### config.mk
export PLATFORM = sky130hd
export DESIGN_NAME = spi_slave_ctrl_flat
export DESIGN_NICKNAME = d
export VERILOG_FILES = /design/src/rtl/spi_slave_ctrl_if.sv /design/src/rtl/spi_slave_ctrl.sv /design/src/flat_wrapper.sv
export SDC_FILE = /design/constraint.sdc
export NUM_CORES = 1
export LEC_CHECK = 0
export ABC_AREA = 0
export CORE_ASPECT_RATIO = 1.75
export CORE_UTILIZATION = 45
export CTS_BUF_LIST = sky130_fd_sc_hd__clkbuf_4
export DETAILED_ROUTE_END_ITERATION = 10
export PLACE_DENSITY = 0.71
export SLEW_MARGIN = 10
export SYNTH_ARGS = -nofsm -noshare
export SYNTH_HDL_FRONTEND = slang
export SYNTH_SLANG_ARGS = --single-unit
### constraint.sdc
create_clock -name HCLK -period 3.05 [get_ports HCLK]
set_clock_uncertainty 0.1 [all_clocks]
set_input_delay 0.61 -clock HCLK [delete_from_list [all_inputs] [get_ports HCLK]]
set_output_delay 0.61 -clock HCLK [all_outputs]
set_load 0.02 [all_outputs]
### src/rtl/spi_slave_ctrl_if.sv
// spi_slave_ctrl_if - SPI pad pins, rx/tx word streams and status of the SPI target.
interface spi_slave_ctrl_if;
  logic        spi_sclk;
  logic        spi_csn;
  logic        spi_sdi0, spi_sdi1, spi_sdi2, spi_sdi3;
  logic        spi_sdo0, spi_sdo1, spi_sdo2, spi_sdo3;
  logic        spi_oe0, spi_oe1, spi_oe2, spi_oe3;
  logic [31:0] rx_data;
  logic        rx_valid;
  logic        rx_ready;
  logic [31:0] tx_data;
  logic        tx_valid;
  logic        tx_ready;
  logic [7:0]  cmd_o;
  logic        busy_o;
  logic        eot_o;
  logic        ovf_o;
  logic        udf_o;

  modport slave (
    input  spi_sclk, spi_csn, spi_sdi0, spi_sdi1, spi_sdi2, spi_sdi3,
    output spi_sdo0, spi_sdo1, spi_sdo2, spi_sdo3,
    output spi_oe0, spi_oe1, spi_oe2, spi_oe3,
    output rx_data, rx_valid, input rx_ready,
    input  tx_data, tx_valid, output tx_ready,
    output cmd_o, busy_o, eot_o, ovf_o, udf_o
  );

  modport master (
    output spi_sclk, spi_csn, spi_sdi0, spi_sdi1, spi_sdi2, spi_sdi3,
    input  spi_sdo0, spi_sdo1, spi_sdo2, spi_sdo3,
    input  spi_oe0, spi_oe1, spi_oe2, spi_oe3,
    input  rx_data, rx_valid, output rx_ready,
    output tx_data, tx_valid, input tx_ready,
    input  cmd_o, busy_o, eot_o, ovf_o, udf_o
  );
endinterface

### src/rtl/spi_slave_ctrl.sv
// spi_slave_ctrl - SPI mode-0 target, oversampled in the HCLK domain.
// Commands: 0x02 std write, 0x0B std read (dummy cycles), 0x9F read ID.
// Define SPI_SLV_QUAD_EN to add 0x32 quad write and 0x6B quad read;
// without it those opcodes are ignored and lanes 0/2/3 are tied low.
module spi_slave_ctrl #(
  parameter int          DUMMY_CYCLES = 8,
  parameter logic [31:0] ID_VALUE     = 32'h5350_4901,
  parameter int          SYNC_STAGES  = 2
) (
  input logic             HCLK,
  input logic             HRESETn,
  spi_slave_ctrl_if.slave bus
);

`ifdef SPI_SLV_QUAD_EN
  localparam int PW = 6;
`else
  localparam int PW = 3;
`endif
  // csn idles high so reset must not fabricate a chip-select edge
  localparam logic [PW-1:0] SYNC_RST = PW'(2);

  typedef enum logic [3:0] {
    IDLE, CMD, WR_STD, WR_QUAD, DUMMY, RD_STD, RD_QUAD, RD_ID, IGNORE
  } state_t;

  logic [PW-1:0] pins;
  logic [PW-1:0] sync_r [SYNC_STAGES];
  logic [PW-1:0] synced;
  logic [1:0]    prev_r;
  logic          sclk_s, csn_s, sdi0_s;
  logic          sclk_rise, sclk_fall, csn_rise, csn_fall;
  logic [31:0]   rx_word_std;
  logic [31:0]   tx_word;

  state_t        state_r;
  logic [31:0]   shift_r;
  logic [4:0]    bit_cnt_r;
  logic [15:0]   dummy_cnt_r;
  logic          armed_r;
  logic [7:0]    cmd_r;
  logic [31:0]   rx_hold_r;
  logic          rx_valid_r;
  logic          ovf_r;
  logic          udf_r;
  logic          tx_ready_r;
  logic          eot_r;
  logic          busy_r;
  logic          oe_std_r;
`ifdef SPI_SLV_QUAD_EN
  logic          oe_quad_r;
  logic [3:0]    sdi_q_s;
  logic [31:0]   rx_word_quad;
`endif

`ifdef SPI_SLV_QUAD_EN
  assign pins = {bus.spi_sdi3, bus.spi_sdi2, bus.spi_sdi1, bus.spi_sdi0, bus.spi_csn, bus.spi_sclk};
`else
  assign pins = {bus.spi_sdi0, bus.spi_csn, bus.spi_sclk};
`endif

  // Synchronizer chain for the pad inputs plus previous-sample flops for edge detect.
  always_ff @(posedge HCLK or negedge HRESETn) begin
    if (!HRESETn) begin
      for (int i = 0; i < SYNC_STAGES; i++) sync_r[i] <= SYNC_RST;
      prev_r <= 2'b10;
    end else begin
      sync_r[0] <= pins;
      for (int i = 1; i < SYNC_STAGES; i++) sync_r[i] <= sync_r[i-1];
      prev_r <= sync_r[SYNC_STAGES-1][1:0];
    end
  end

  assign synced    = sync_r[SYNC_STAGES-1];
  assign sclk_s    = synced[0];
  assign csn_s     = synced[1];
  assign sdi0_s    = synced[2];
  assign sclk_rise = sclk_s & ~prev_r[0];
  assign sclk_fall = ~sclk_s & prev_r[0];
  assign csn_fall  = ~csn_s & prev_r[1];
  assign csn_rise  = csn_s & ~prev_r[1];

  assign rx_word_std = {shift_r[30:0], sdi0_s};
  // An empty tx stream sends zeros (flagged as underrun by the FSM)
  assign tx_word     = bus.tx_valid ? bus.tx_data : 32'h0000_0000;
`ifdef SPI_SLV_QUAD_EN
  assign sdi_q_s      = synced[5:2];
  assign rx_word_quad = {shift_r[27:0], sdi_q_s};
`endif

  // Control FSM: command decode, shift datapath, stream handshakes and sticky status.
  always_ff @(posedge HCLK or negedge HRESETn) begin
    if (!HRESETn) begin
      state_r     <= IDLE;
      shift_r     <= 32'h0000_0000;
      bit_cnt_r   <= 5'd0;
      dummy_cnt_r <= 16'd0;
      armed_r     <= 1'b0;
      cmd_r       <= 8'h00;
      rx_hold_r   <= 32'h0000_0000;
      rx_valid_r  <= 1'b0;
      ovf_r       <= 1'b0;
      udf_r       <= 1'b0;
      tx_ready_r  <= 1'b0;
      eot_r       <= 1'b0;
      busy_r      <= 1'b0;
      oe_std_r    <= 1'b0;
`ifdef SPI_SLV_QUAD_EN
      oe_quad_r   <= 1'b0;
`endif
    end else begin
      tx_ready_r <= 1'b0;
      eot_r      <= 1'b0;
      busy_r     <= ~csn_s;
      if (rx_valid_r && bus.rx_ready) rx_valid_r <= 1'b0;

      if (csn_rise) begin
        // End of transfer: partial words are abandoned, a pending rx word survives
        state_r     <= IDLE;
        eot_r       <= 1'b1;
        bit_cnt_r   <= 5'd0;
        dummy_cnt_r <= 16'd0;
        armed_r     <= 1'b0;
        oe_std_r    <= 1'b0;
`ifdef SPI_SLV_QUAD_EN
        oe_quad_r   <= 1'b0;
`endif
      end else if (csn_fall) begin
        // csn_fall outranks a coincident sclk_rise: that edge is not sampled
        state_r     <= CMD;
        cmd_r       <= 8'h00;
        ovf_r       <= 1'b0;
        udf_r       <= 1'b0;
        shift_r     <= 32'h0000_0000;
        bit_cnt_r   <= 5'd0;
        dummy_cnt_r <= 16'd0;
        armed_r     <= 1'b0;
        oe_std_r    <= 1'b0;
`ifdef SPI_SLV_QUAD_EN
        oe_quad_r   <= 1'b0;
`endif
      end else begin
        case (state_r)
          CMD: begin
            if (sclk_rise) begin
              shift_r <= rx_word_std;
              if (bit_cnt_r == 5'd7) begin
                bit_cnt_r   <= 5'd0;
                dummy_cnt_r <= 16'd0;
                armed_r     <= 1'b0;
                cmd_r       <= rx_word_std[7:0];
                case (rx_word_std[7:0])
                  8'h02: state_r <= WR_STD;
                  8'h0B: begin
                    if (DUMMY_CYCLES == 0) begin
                      state_r  <= RD_STD;
                      shift_r  <= tx_word;
                      oe_std_r <= 1'b1;
                      if (bus.tx_valid) tx_ready_r <= 1'b1;
                      else              udf_r      <= 1'b1;
                    end else begin
                      state_r <= DUMMY;
                    end
                  end
                  8'h9F: begin
                    state_r  <= RD_ID;
                    shift_r  <= ID_VALUE;
                    oe_std_r <= 1'b1;
                  end
`ifdef SPI_SLV_QUAD_EN
                  8'h32: state_r <= WR_QUAD;
                  8'h6B: begin
                    if (DUMMY_CYCLES == 0) begin
                      state_r   <= RD_QUAD;
                      shift_r   <= tx_word;
                      oe_quad_r <= 1'b1;
                      if (bus.tx_valid) tx_ready_r <= 1'b1;
                      else              udf_r      <= 1'b1;
                    end else begin
                      state_r <= DUMMY;
                    end
                  end
`endif
                  default: state_r <= IGNORE;
                endcase
              end else begin
                bit_cnt_r <= bit_cnt_r + 5'd1;
              end
            end
          end

          WR_STD: begin
            if (sclk_rise) begin
              shift_r <= rx_word_std;
              if (bit_cnt_r == 5'd31) begin
                bit_cnt_r <= 5'd0;
                if (rx_valid_r && !bus.rx_ready) begin
                  ovf_r <= 1'b1;
                end else begin
                  rx_hold_r  <= rx_word_std;
                  rx_valid_r <= 1'b1;
                end
              end else begin
                bit_cnt_r <= bit_cnt_r + 5'd1;
              end
            end
          end

`ifdef SPI_SLV_QUAD_EN
          WR_QUAD: begin
            if (sclk_rise) begin
              shift_r <= rx_word_quad;
              if (bit_cnt_r == 5'd28) begin
                bit_cnt_r <= 5'd0;
                if (rx_valid_r && !bus.rx_ready) begin
                  ovf_r <= 1'b1;
                end else begin
                  rx_hold_r  <= rx_word_quad;
                  rx_valid_r <= 1'b1;
                end
              end else begin
                bit_cnt_r <= bit_cnt_r + 5'd4;
              end
            end
          end
`endif

          DUMMY: begin
            if (sclk_rise) begin
              if (dummy_cnt_r == 16'(DUMMY_CYCLES - 1)) begin
                shift_r <= tx_word;
                if (bus.tx_valid) tx_ready_r <= 1'b1;
                else              udf_r      <= 1'b1;
`ifdef SPI_SLV_QUAD_EN
                if (cmd_r == 8'h6B) begin
                  state_r   <= RD_QUAD;
                  oe_quad_r <= 1'b1;
                end else begin
                  state_r   <= RD_STD;
                  oe_std_r  <= 1'b1;
                end
`else
                state_r  <= RD_STD;
                oe_std_r <= 1'b1;
`endif
              end else begin
                dummy_cnt_r <= dummy_cnt_r + 16'd1;
              end
            end
          end

          // Data advances only on a fall that follows a master sample, so the
          // bit presented at state entry is held through the first rising edge.
          RD_STD, RD_ID: begin
            if (sclk_rise) begin
              armed_r <= 1'b1;
            end else if (sclk_fall && armed_r) begin
              armed_r <= 1'b0;
              if (bit_cnt_r == 5'd31) begin
                bit_cnt_r <= 5'd0;
                if (state_r == RD_ID) begin
                  shift_r <= 32'h0000_0000;
                end else begin
                  shift_r <= tx_word;
                  if (bus.tx_valid) tx_ready_r <= 1'b1;
                  else              udf_r      <= 1'b1;
                end
              end else begin
                shift_r   <= {shift_r[30:0], 1'b0};
                bit_cnt_r <= bit_cnt_r + 5'd1;
              end
            end
          end

`ifdef SPI_SLV_QUAD_EN
          RD_QUAD: begin
            if (sclk_rise) begin
              armed_r <= 1'b1;
            end else if (sclk_fall && armed_r) begin
              armed_r <= 1'b0;
              if (bit_cnt_r == 5'd28) begin
                bit_cnt_r <= 5'd0;
                shift_r   <= tx_word;
                if (bus.tx_valid) tx_ready_r <= 1'b1;
                else              udf_r      <= 1'b1;
              end else begin
                shift_r   <= {shift_r[27:0], 4'h0};
                bit_cnt_r <= bit_cnt_r + 5'd4;
              end
            end
          end
`endif

          default: begin
            // IDLE and IGNORE wait for chip-select edges only
            state_r <= state_r;
          end
        endcase
      end
    end
  end

  assign bus.rx_data  = rx_hold_r;
  assign bus.rx_valid = rx_valid_r;
  assign bus.tx_ready = tx_ready_r;
  assign bus.cmd_o    = cmd_r;
  assign bus.busy_o   = busy_r;
  assign bus.eot_o    = eot_r;
  assign bus.ovf_o    = ovf_r;
  assign bus.udf_o    = udf_r;

  // Each data pin is gated by its enable so an undriven lane always reads 0
`ifdef SPI_SLV_QUAD_EN
  assign bus.spi_oe0  = oe_quad_r;
  assign bus.spi_oe1  = oe_std_r | oe_quad_r;
  assign bus.spi_oe2  = oe_quad_r;
  assign bus.spi_oe3  = oe_quad_r;
  assign bus.spi_sdo0 = oe_quad_r & shift_r[28];
  assign bus.spi_sdo1 = (oe_std_r & shift_r[31]) | (oe_quad_r & shift_r[29]);
  assign bus.spi_sdo2 = oe_quad_r & shift_r[30];
  assign bus.spi_sdo3 = oe_quad_r & shift_r[31];
`else
  assign bus.spi_oe0  = 1'b0;
  assign bus.spi_oe1  = oe_std_r;
  assign bus.spi_oe2  = 1'b0;
  assign bus.spi_oe3  = 1'b0;
  assign bus.spi_sdo0 = 1'b0;
  assign bus.spi_sdo1 = oe_std_r & shift_r[31];
  assign bus.spi_sdo2 = 1'b0;
  assign bus.spi_sdo3 = 1'b0;
`endif

endmodule
### src/flat_wrapper.sv
// flat-port wrapper written by rule: the top's interface ports become plain ports
module spi_slave_ctrl_flat 
#(
  parameter int          DUMMY_CYCLES = 8,
  parameter logic [31:0] ID_VALUE     = 32'h5350_4901,
  parameter int          SYNC_STAGES  = 2
)
  (HCLK, HRESETn, bus_spi_sclk, bus_spi_csn, bus_spi_sdi0, bus_spi_sdi1, bus_spi_sdi2, bus_spi_sdi3, bus_spi_sdo0, bus_spi_sdo1, bus_spi_sdo2, bus_spi_sdo3, bus_spi_oe0, bus_spi_oe1, bus_spi_oe2, bus_spi_oe3, bus_rx_data, bus_rx_valid, bus_rx_ready, bus_tx_data, bus_tx_valid, bus_tx_ready, bus_cmd_o, bus_busy_o, bus_eot_o, bus_ovf_o, bus_udf_o);
  spi_slave_ctrl_if bus_i ();
  input logic HCLK;
  input logic HRESETn;
  input wire logic [$bits(bus_i.spi_sclk)-1:0] bus_spi_sclk;
  input wire logic [$bits(bus_i.spi_csn)-1:0] bus_spi_csn;
  input wire logic [$bits(bus_i.spi_sdi0)-1:0] bus_spi_sdi0;
  input wire logic [$bits(bus_i.spi_sdi1)-1:0] bus_spi_sdi1;
  input wire logic [$bits(bus_i.spi_sdi2)-1:0] bus_spi_sdi2;
  input wire logic [$bits(bus_i.spi_sdi3)-1:0] bus_spi_sdi3;
  output wire logic [$bits(bus_i.spi_sdo0)-1:0] bus_spi_sdo0;
  output wire logic [$bits(bus_i.spi_sdo1)-1:0] bus_spi_sdo1;
  output wire logic [$bits(bus_i.spi_sdo2)-1:0] bus_spi_sdo2;
  output wire logic [$bits(bus_i.spi_sdo3)-1:0] bus_spi_sdo3;
  output wire logic [$bits(bus_i.spi_oe0)-1:0] bus_spi_oe0;
  output wire logic [$bits(bus_i.spi_oe1)-1:0] bus_spi_oe1;
  output wire logic [$bits(bus_i.spi_oe2)-1:0] bus_spi_oe2;
  output wire logic [$bits(bus_i.spi_oe3)-1:0] bus_spi_oe3;
  output wire logic [$bits(bus_i.rx_data)-1:0] bus_rx_data;
  output wire logic [$bits(bus_i.rx_valid)-1:0] bus_rx_valid;
  input wire logic [$bits(bus_i.rx_ready)-1:0] bus_rx_ready;
  input wire logic [$bits(bus_i.tx_data)-1:0] bus_tx_data;
  input wire logic [$bits(bus_i.tx_valid)-1:0] bus_tx_valid;
  output wire logic [$bits(bus_i.tx_ready)-1:0] bus_tx_ready;
  output wire logic [$bits(bus_i.cmd_o)-1:0] bus_cmd_o;
  output wire logic [$bits(bus_i.busy_o)-1:0] bus_busy_o;
  output wire logic [$bits(bus_i.eot_o)-1:0] bus_eot_o;
  output wire logic [$bits(bus_i.ovf_o)-1:0] bus_ovf_o;
  output wire logic [$bits(bus_i.udf_o)-1:0] bus_udf_o;
  assign bus_i.spi_sclk = bus_spi_sclk;
  assign bus_i.spi_csn = bus_spi_csn;
  assign bus_i.spi_sdi0 = bus_spi_sdi0;
  assign bus_i.spi_sdi1 = bus_spi_sdi1;
  assign bus_i.spi_sdi2 = bus_spi_sdi2;
  assign bus_i.spi_sdi3 = bus_spi_sdi3;
  assign bus_spi_sdo0 = bus_i.spi_sdo0;
  assign bus_spi_sdo1 = bus_i.spi_sdo1;
  assign bus_spi_sdo2 = bus_i.spi_sdo2;
  assign bus_spi_sdo3 = bus_i.spi_sdo3;
  assign bus_spi_oe0 = bus_i.spi_oe0;
  assign bus_spi_oe1 = bus_i.spi_oe1;
  assign bus_spi_oe2 = bus_i.spi_oe2;
  assign bus_spi_oe3 = bus_i.spi_oe3;
  assign bus_rx_data = bus_i.rx_data;
  assign bus_rx_valid = bus_i.rx_valid;
  assign bus_i.rx_ready = bus_rx_ready;
  assign bus_i.tx_data = bus_tx_data;
  assign bus_i.tx_valid = bus_tx_valid;
  assign bus_tx_ready = bus_i.tx_ready;
  assign bus_cmd_o = bus_i.cmd_o;
  assign bus_busy_o = bus_i.busy_o;
  assign bus_eot_o = bus_i.eot_o;
  assign bus_ovf_o = bus_i.ovf_o;
  assign bus_udf_o = bus_i.udf_o;
  spi_slave_ctrl #(.DUMMY_CYCLES(DUMMY_CYCLES), .ID_VALUE(ID_VALUE), .SYNC_STAGES(SYNC_STAGES)) u_core (.HCLK(HCLK), .HRESETn(HRESETn), .bus(bus_i));
endmodule
Yosys cells after proc, flatten, opt, wreduce, memory -nomap -nowiden
Cells that the tools add are included.
{"block": "op_classes", "addsub": 2, "n_bitwise": 12, "muxes": 88, "n_reduce_logical": 26, "n_eq_ne": 29}
{"operator": "2-to-1 mux 32 bit", "n": 12}
{"operator": "case mux 32 bit (4 select lines)", "n": 1}
{"operator": "2-to-1 mux 16 bit", "n": 6}
{"operator": "2-to-1 mux 1 bit", "n": 43}
{"operator": "2-to-1 mux 5 bit", "n": 8}
{"operator": "2-to-1 mux 8 bit", "n": 4}
{"operator": "case mux 16 bit (2 select lines)", "n": 1}
{"operator": "2-to-1 mux 4 bit", "n": 6}
{"operator": "!= test 4 x 1 -> 1 bit, second input constant", "n": 6}
{"operator": "AND reduction 5 bit", "n": 4}
{"operator": "!= test 3 x 1 -> 1 bit, second input constant", "n": 6}
{"operator": "adder 16 x 1 -> 16 bit, second input constant", "n": 1}
{"operator": "== test 16 x 3 -> 1 bit, second input constant", "n": 1}
{"operator": "AND reduction 8 bit", "n": 2}
{"operator": "case mux 5 bit (3 select lines)", "n": 1}
{"operator": "== test 4 x 3 -> 1 bit, second input constant", "n": 3}
{"operator": "case mux 4 bit (3 select lines)", "n": 1}
{"operator": "AND reduction 6 bit", "n": 2}
{"operator": "nonzero test 2 bit", "n": 6}
{"operator": "nonzero test 5 bit", "n": 2}
{"operator": "== test 8 x 2 -> 1 bit, second input constant", "n": 1}
{"operator": "== test 8 x 4 -> 1 bit, second input constant", "n": 1}
{"operator": "== test 8 bit, second input constant", "n": 1}
{"operator": "!= test 4 x 2 -> 1 bit, second input constant", "n": 2}
{"operator": "other kinds (19)", "n": 36}
{"block": "word_totals", "in_bits": 42, "regBits": 113, "elab_cells": 174, "output_inout_bits": 54}

Depth between registers and ports, before layout
{"block": "depth", "depth_word": 8, "depth_mapped": 11}

Least setup slack after synthesis
Ideal clock, no wire load.
{"block": "synth_path", "path_kind": "register to register", "start": "reg u_core.prev_r[1]", "end": "reg u_core.bit_cnt_r[4]", "setup_time_ps": 79, "stages_incl_launch_ff": 11, "t_required_ps": 2871, "path_buffers": 3, "path_slack_ps": 673, "t_arrival_ps": 2198, "path_cell_list": "dfstp_2 > inv_1 > ha_1 > buf_4 > or2_1 > buf_2 > a31oi_1 > a2bb2oi_1 > and2_1 > clkbuf_1 > mux2i_1"}
{"block": "synth_between", "elab_chain_len": 4, "word_cells_on_any_way": 11, "classes_between": "eq/ne: 4; mux: 2; bitwise: 3; reduce/logical: 2"}
{"element": "start, declared", "line_no": "spi_slave_ctrl.sv:30", "rtl": "logic [1:0] prev_r;"}
{"element": "start signal, assigned", "line_no": "spi_slave_ctrl.sv:70", "rtl": "prev_r <= sync_r[SYNC_STAGES-1][1:0];"}
{"element": "inverter 1 bit (*)", "line_no": "spi_slave_ctrl.sv:81", "rtl": "assign csn_rise = csn_s & ~prev_r[1];"}
{"element": "AND 1 bit (*)", "line_no": "spi_slave_ctrl.sv:81"}
{"element": "named net u_core.csn_rise", "line_no": "spi_slave_ctrl.sv:32", "rtl": "logic sclk_rise, sclk_fall, csn_rise, csn_fall;"}
{"element": "!= test 4 bit (no line) (tied with other cells)"}
{"element": "AND reduction 5 bit (no line)"}
{"element": "end signal, assigned", "line_no": "spi_slave_ctrl.sv:187", "rtl": "bit_cnt_r <= bit_cnt_r + 5'd1;"}
{"element": "end signal, assigned", "line_no": "spi_slave_ctrl.sv:204", "rtl": "bit_cnt_r <= bit_cnt_r + 5'd1;"}
{"element": "end signal, assigned", "line_no": "spi_slave_ctrl.sv:270", "rtl": "bit_cnt_r <= bit_cnt_r + 5'd1;"}
{"element": "end, declared", "line_no": "spi_slave_ctrl.sv:38", "rtl": "logic [4:0] bit_cnt_r;"}
Mark *: on every way through the listed nets, which the timed path passes. The rest lies on a longest branch.
A chain may end at the register's enable or synchronous reset.

Final worst setup path
Ends and elaborated chain as after synthesis.

==> out/metrics.cfg <==
[worst_setup_path]
cp_slowest_stage_delay_ps=560
cp_data_required_time_ps=3400
worstPathMaxFanout=11
critical-path-top-delay-family=simple AND/OR/NAND/NOR gates
crit_slowest_cell=a2bb2oi_1
cp.arrival_ps=3220
worstSetupPathType=reg2reg
crit_chain=inv_1 -> ha_1 -> or2_1 -> a31oi_1 -> a2bb2oi_1 -> and2_1 -> mux2i_1
reg2reg_depth=7
endpoint_kind=flop
startpoint=u_core.prev_r[1]$_DFF_PN1_
reg2reg_slack_ps=180
r2r-start=u_core.prev_r[1]$_DFF_PN1_
rr_endpoint=u_core.bit_cnt_r[4]$_DFFE_PN0P_
crit_buf_inv=1
start_kind=flop

[clocking]
cts_setup_buffers=0
cts-root-buf=clkbuf_4
postCtsHoldBufs=1
clk_pin_slew_ps=130
clk_latency_ps=550
htreeDepth=4
cts_buffers=17
cts.sinks=113
cts_max_path_buffers=2
cts_tree=done
cts-resized-gates=0

[logic_synthesis]
yosysTopAreaCell=dfrtp_1
synth-seq-cells=113
synth-edff-count=0
synth_most_common_cell=dfrtp_1
postSynthCellCount=492
synthFlopType=dfrtp_1
synth_commonest_cells=110 x dfrtp_1, 51 x a22o_1, 28 x mux2_2, 24 x nor2_1, 17 x nand2_1
ys_async_sr_fraction_pct=100
synth.distinct_cells=76
synth.top_cell.area_share_pct=47.8
seq_area_frac_synth_pct=49.2
ys.warnings.count=0
netlist_top_cells_area=dfrtp_1 48%, a22o_1 7.8%, mux2_2 5.5%, mux2_4 2.6%, o31ai_4 2.2%
netlist_area_sq_mm=0.00575
avgSynthCellArea_sq_um=11.7

[die]
coreArea_sq_mm=0.0124
die_h_um=152
pin_count=96
die_w_um=87.5
initial_core_util_pct=46.3
die_area_sq_mm=0.0133
fp-row-count=54

[sta]
hold_viol=0
clock.fmax_mhz=349
fin_crit_sh_pct=94.0
setup_viol=0
maxSlewViolCount=0
rsz0062_at_grt=false
post-route-worst-setup-slack_ps=184
relSlewSlack_pct=48.2
setup_tns_ps=0
worst_pin_slew_ps=776
period_minus_slack_ps=2870

[worst_hold_path]
hold_path.class=reg2reg
min_path_cells=0
hp-start=u_core.sync_r[5]$_DFF_PN0_
min_to=u_core.synced[2]$_DFF_PN0_

[drt]
dr_total_vias=4458
wl_per_cell_um=19.0
via_per_inst=5.86
drt_iter0_drc=250
ant_nets=0
firstDrtPassIters=5
post-route-drc-count=0
drt_wl_total_mm=14.5

[final_layout]
nNetsFinal=626
syn2layout_area_growth_pct=22.8
drive_gt1_share_pct=19.6
layoutNonFillerInstCount=761

[pwr]
p_sw_mw=1.08
power_switching_share_pct=30.9
power_frac_clock_pct=35.1
combPwrFrac_pct=16.7
powerDensity_mw_per_mm2=496
seqPwrFrac_pct=48.1
leakagePower_nw=3.11
intPower_mw=2.42
ir_worst_vdd_mv=0.296

[global_routing]
grt-ovfl-total=0
grtUsageTotal_pct=23.4
antenna_found_initial=1
grt_pass1_wl_mm=23.5
grt_pass1_vias=4765
grt_max_degree=73

[flow_run]
drv_cap=0

[place]
place_worst_setup_slack_ps=274
gp_congestion=0.925
dpl.hpwl_mm=10.3
dp.cells=727
io_buffers=86

[status]
status=finished, final reports clean

==> area by class of cell <==
class | count | area [sq um]
timing repair buffer | 104 | 1030
tap | 168 | 210
antenna | 1 | 2.50
inverter | 13 | 48.8
clock inverter | 14 | 179
sequential | 113 | 2830
fill | 1093 | 5370
multi-input combinational | 330 | 2630
clock buffer | 18 | 135
==> stage by stage <==
stage	hold WS, ps	cell area [sq um]	utilization, %	power, mW
after floorplan	214	5770	-	2.12
after global placement	236	6740	54.2	2.28
after CTS	249	7060	56.8	3.53
final	251	7070	56.8	3.50
after detailed placement	236	6740	54.2	2.30
after global routing	257	7070	56.8	3.65
==> cells by family after synthesis <==
group	synth area share, %
xor gates and xnor gates	0.152
other	0.0652
buffers and inverters	5.48
adders and majority gates	1.09
muxes	9.42
DFF	49.2
AOI/OAI and AO/OA	22.8
and+or+nand+nor	11.8
==> power by group through the flow <==
stage	logic (mW)	registers [mW]	clock network (mW)
6_report	0.587	1.69	1.23
5_1_grt	0.635	1.70	1.31
4_1_cts	0.587	1.68	1.26
3_5_place_dp	0.583	1.71	0
3_3_place_gp	0.569	1.71	0
2_1_floorplan	0.466	1.65	0
==> state kept, by name, summed over array words and instances, names as in the netlist, 3 cells and up <==
signal / cells
u_core.synced: 3
u_core.shift_r: 32
u_core.bus.cmd_o: 8
u_core.bit_cnt_r: 5
u_core.state_r: 4
u_core.bus.rx_data: 32
u_core.dummy_cnt_r: 16
u_core.sync_r: 3
==> worst max-delay path by stage <==
stage	to	cells after the start	slack, ps
floorplan	u_core.bit_cnt_r[4]$_DFFE_PN0P_	10	670
global placement	u_core.state_r[1]$_DFFE_PN0P_	7	390
finish	u_core.bit_cnt_r[4]$_DFFE_PN0P_	7	180
detailed placement	u_core.bit_cnt_r[4]$_DFFE_PN0P_	7	270
CTS	u_core.bit_cnt_r[4]$_DFFE_PN0P_	7	220
global route	u_core.bit_cnt_r[4]$_DFFE_PN0P_	7	60
==> cell usage in the layout, fill, tap and decap left out, types with 3 or more instances in the layout <==
| cell type | instances |
|---|---|
| o31ai_1 | 15 |
| buf_4 | 15 |
| and2_1 | 3 |
| o22ai_1 | 8 |
| and3_1 | 5 |
| o21ai_1 | 4 |
| mux2_4 | 10 |
| o41ai_2 | 3 |
| clkbuf_4 | 18 |
| nor3_1 | 10 |
| nor2_1 | 24 |
| ha_1 | 5 |
| nand3_1 | 13 |
| mux2_1 | 5 |
| a22oi_1 | 13 |
| clkdlybuf4s50_1 | 85 |
| a31oi_1 | 8 |
| nand2b_1 | 11 |
| nand4_1 | 4 |
| bufinv_16 | 3 |
| dfstp_2 | 3 |
| inv_1 | 13 |
| nor4_1 | 4 |
| nand2_1 | 17 |
| buf_12 | 3 |
| conb_1 | 6 |
| or3_1 | 3 |
| clkinv_4 | 3 |
| clkinvlp_4 | 3 |
| mux2_2 | 28 |
| o21ai_0 | 11 |
| o31ai_4 | 6 |
| dfrtp_1 | 110 |
| a21oi_1 | 14 |
| a22o_1 | 51 |
| inv_6 | 4 |
==> layer usage <==
| metal | vias up | wire length (um) | track usage, % |
|---|---|---|---|
| met4 | 0 | 466 | 11.3 |
| met3 | 37 | 660 | 5.53 |
| met1 | 2254 | 5330 | 24.3 |
| li1 | 2026 | - | - |
| met2 | 141 | 8000 | 43.5 |
| met5 | - | 0 | 0 |
Note: power is estimated with default switching activity, not from simulation.
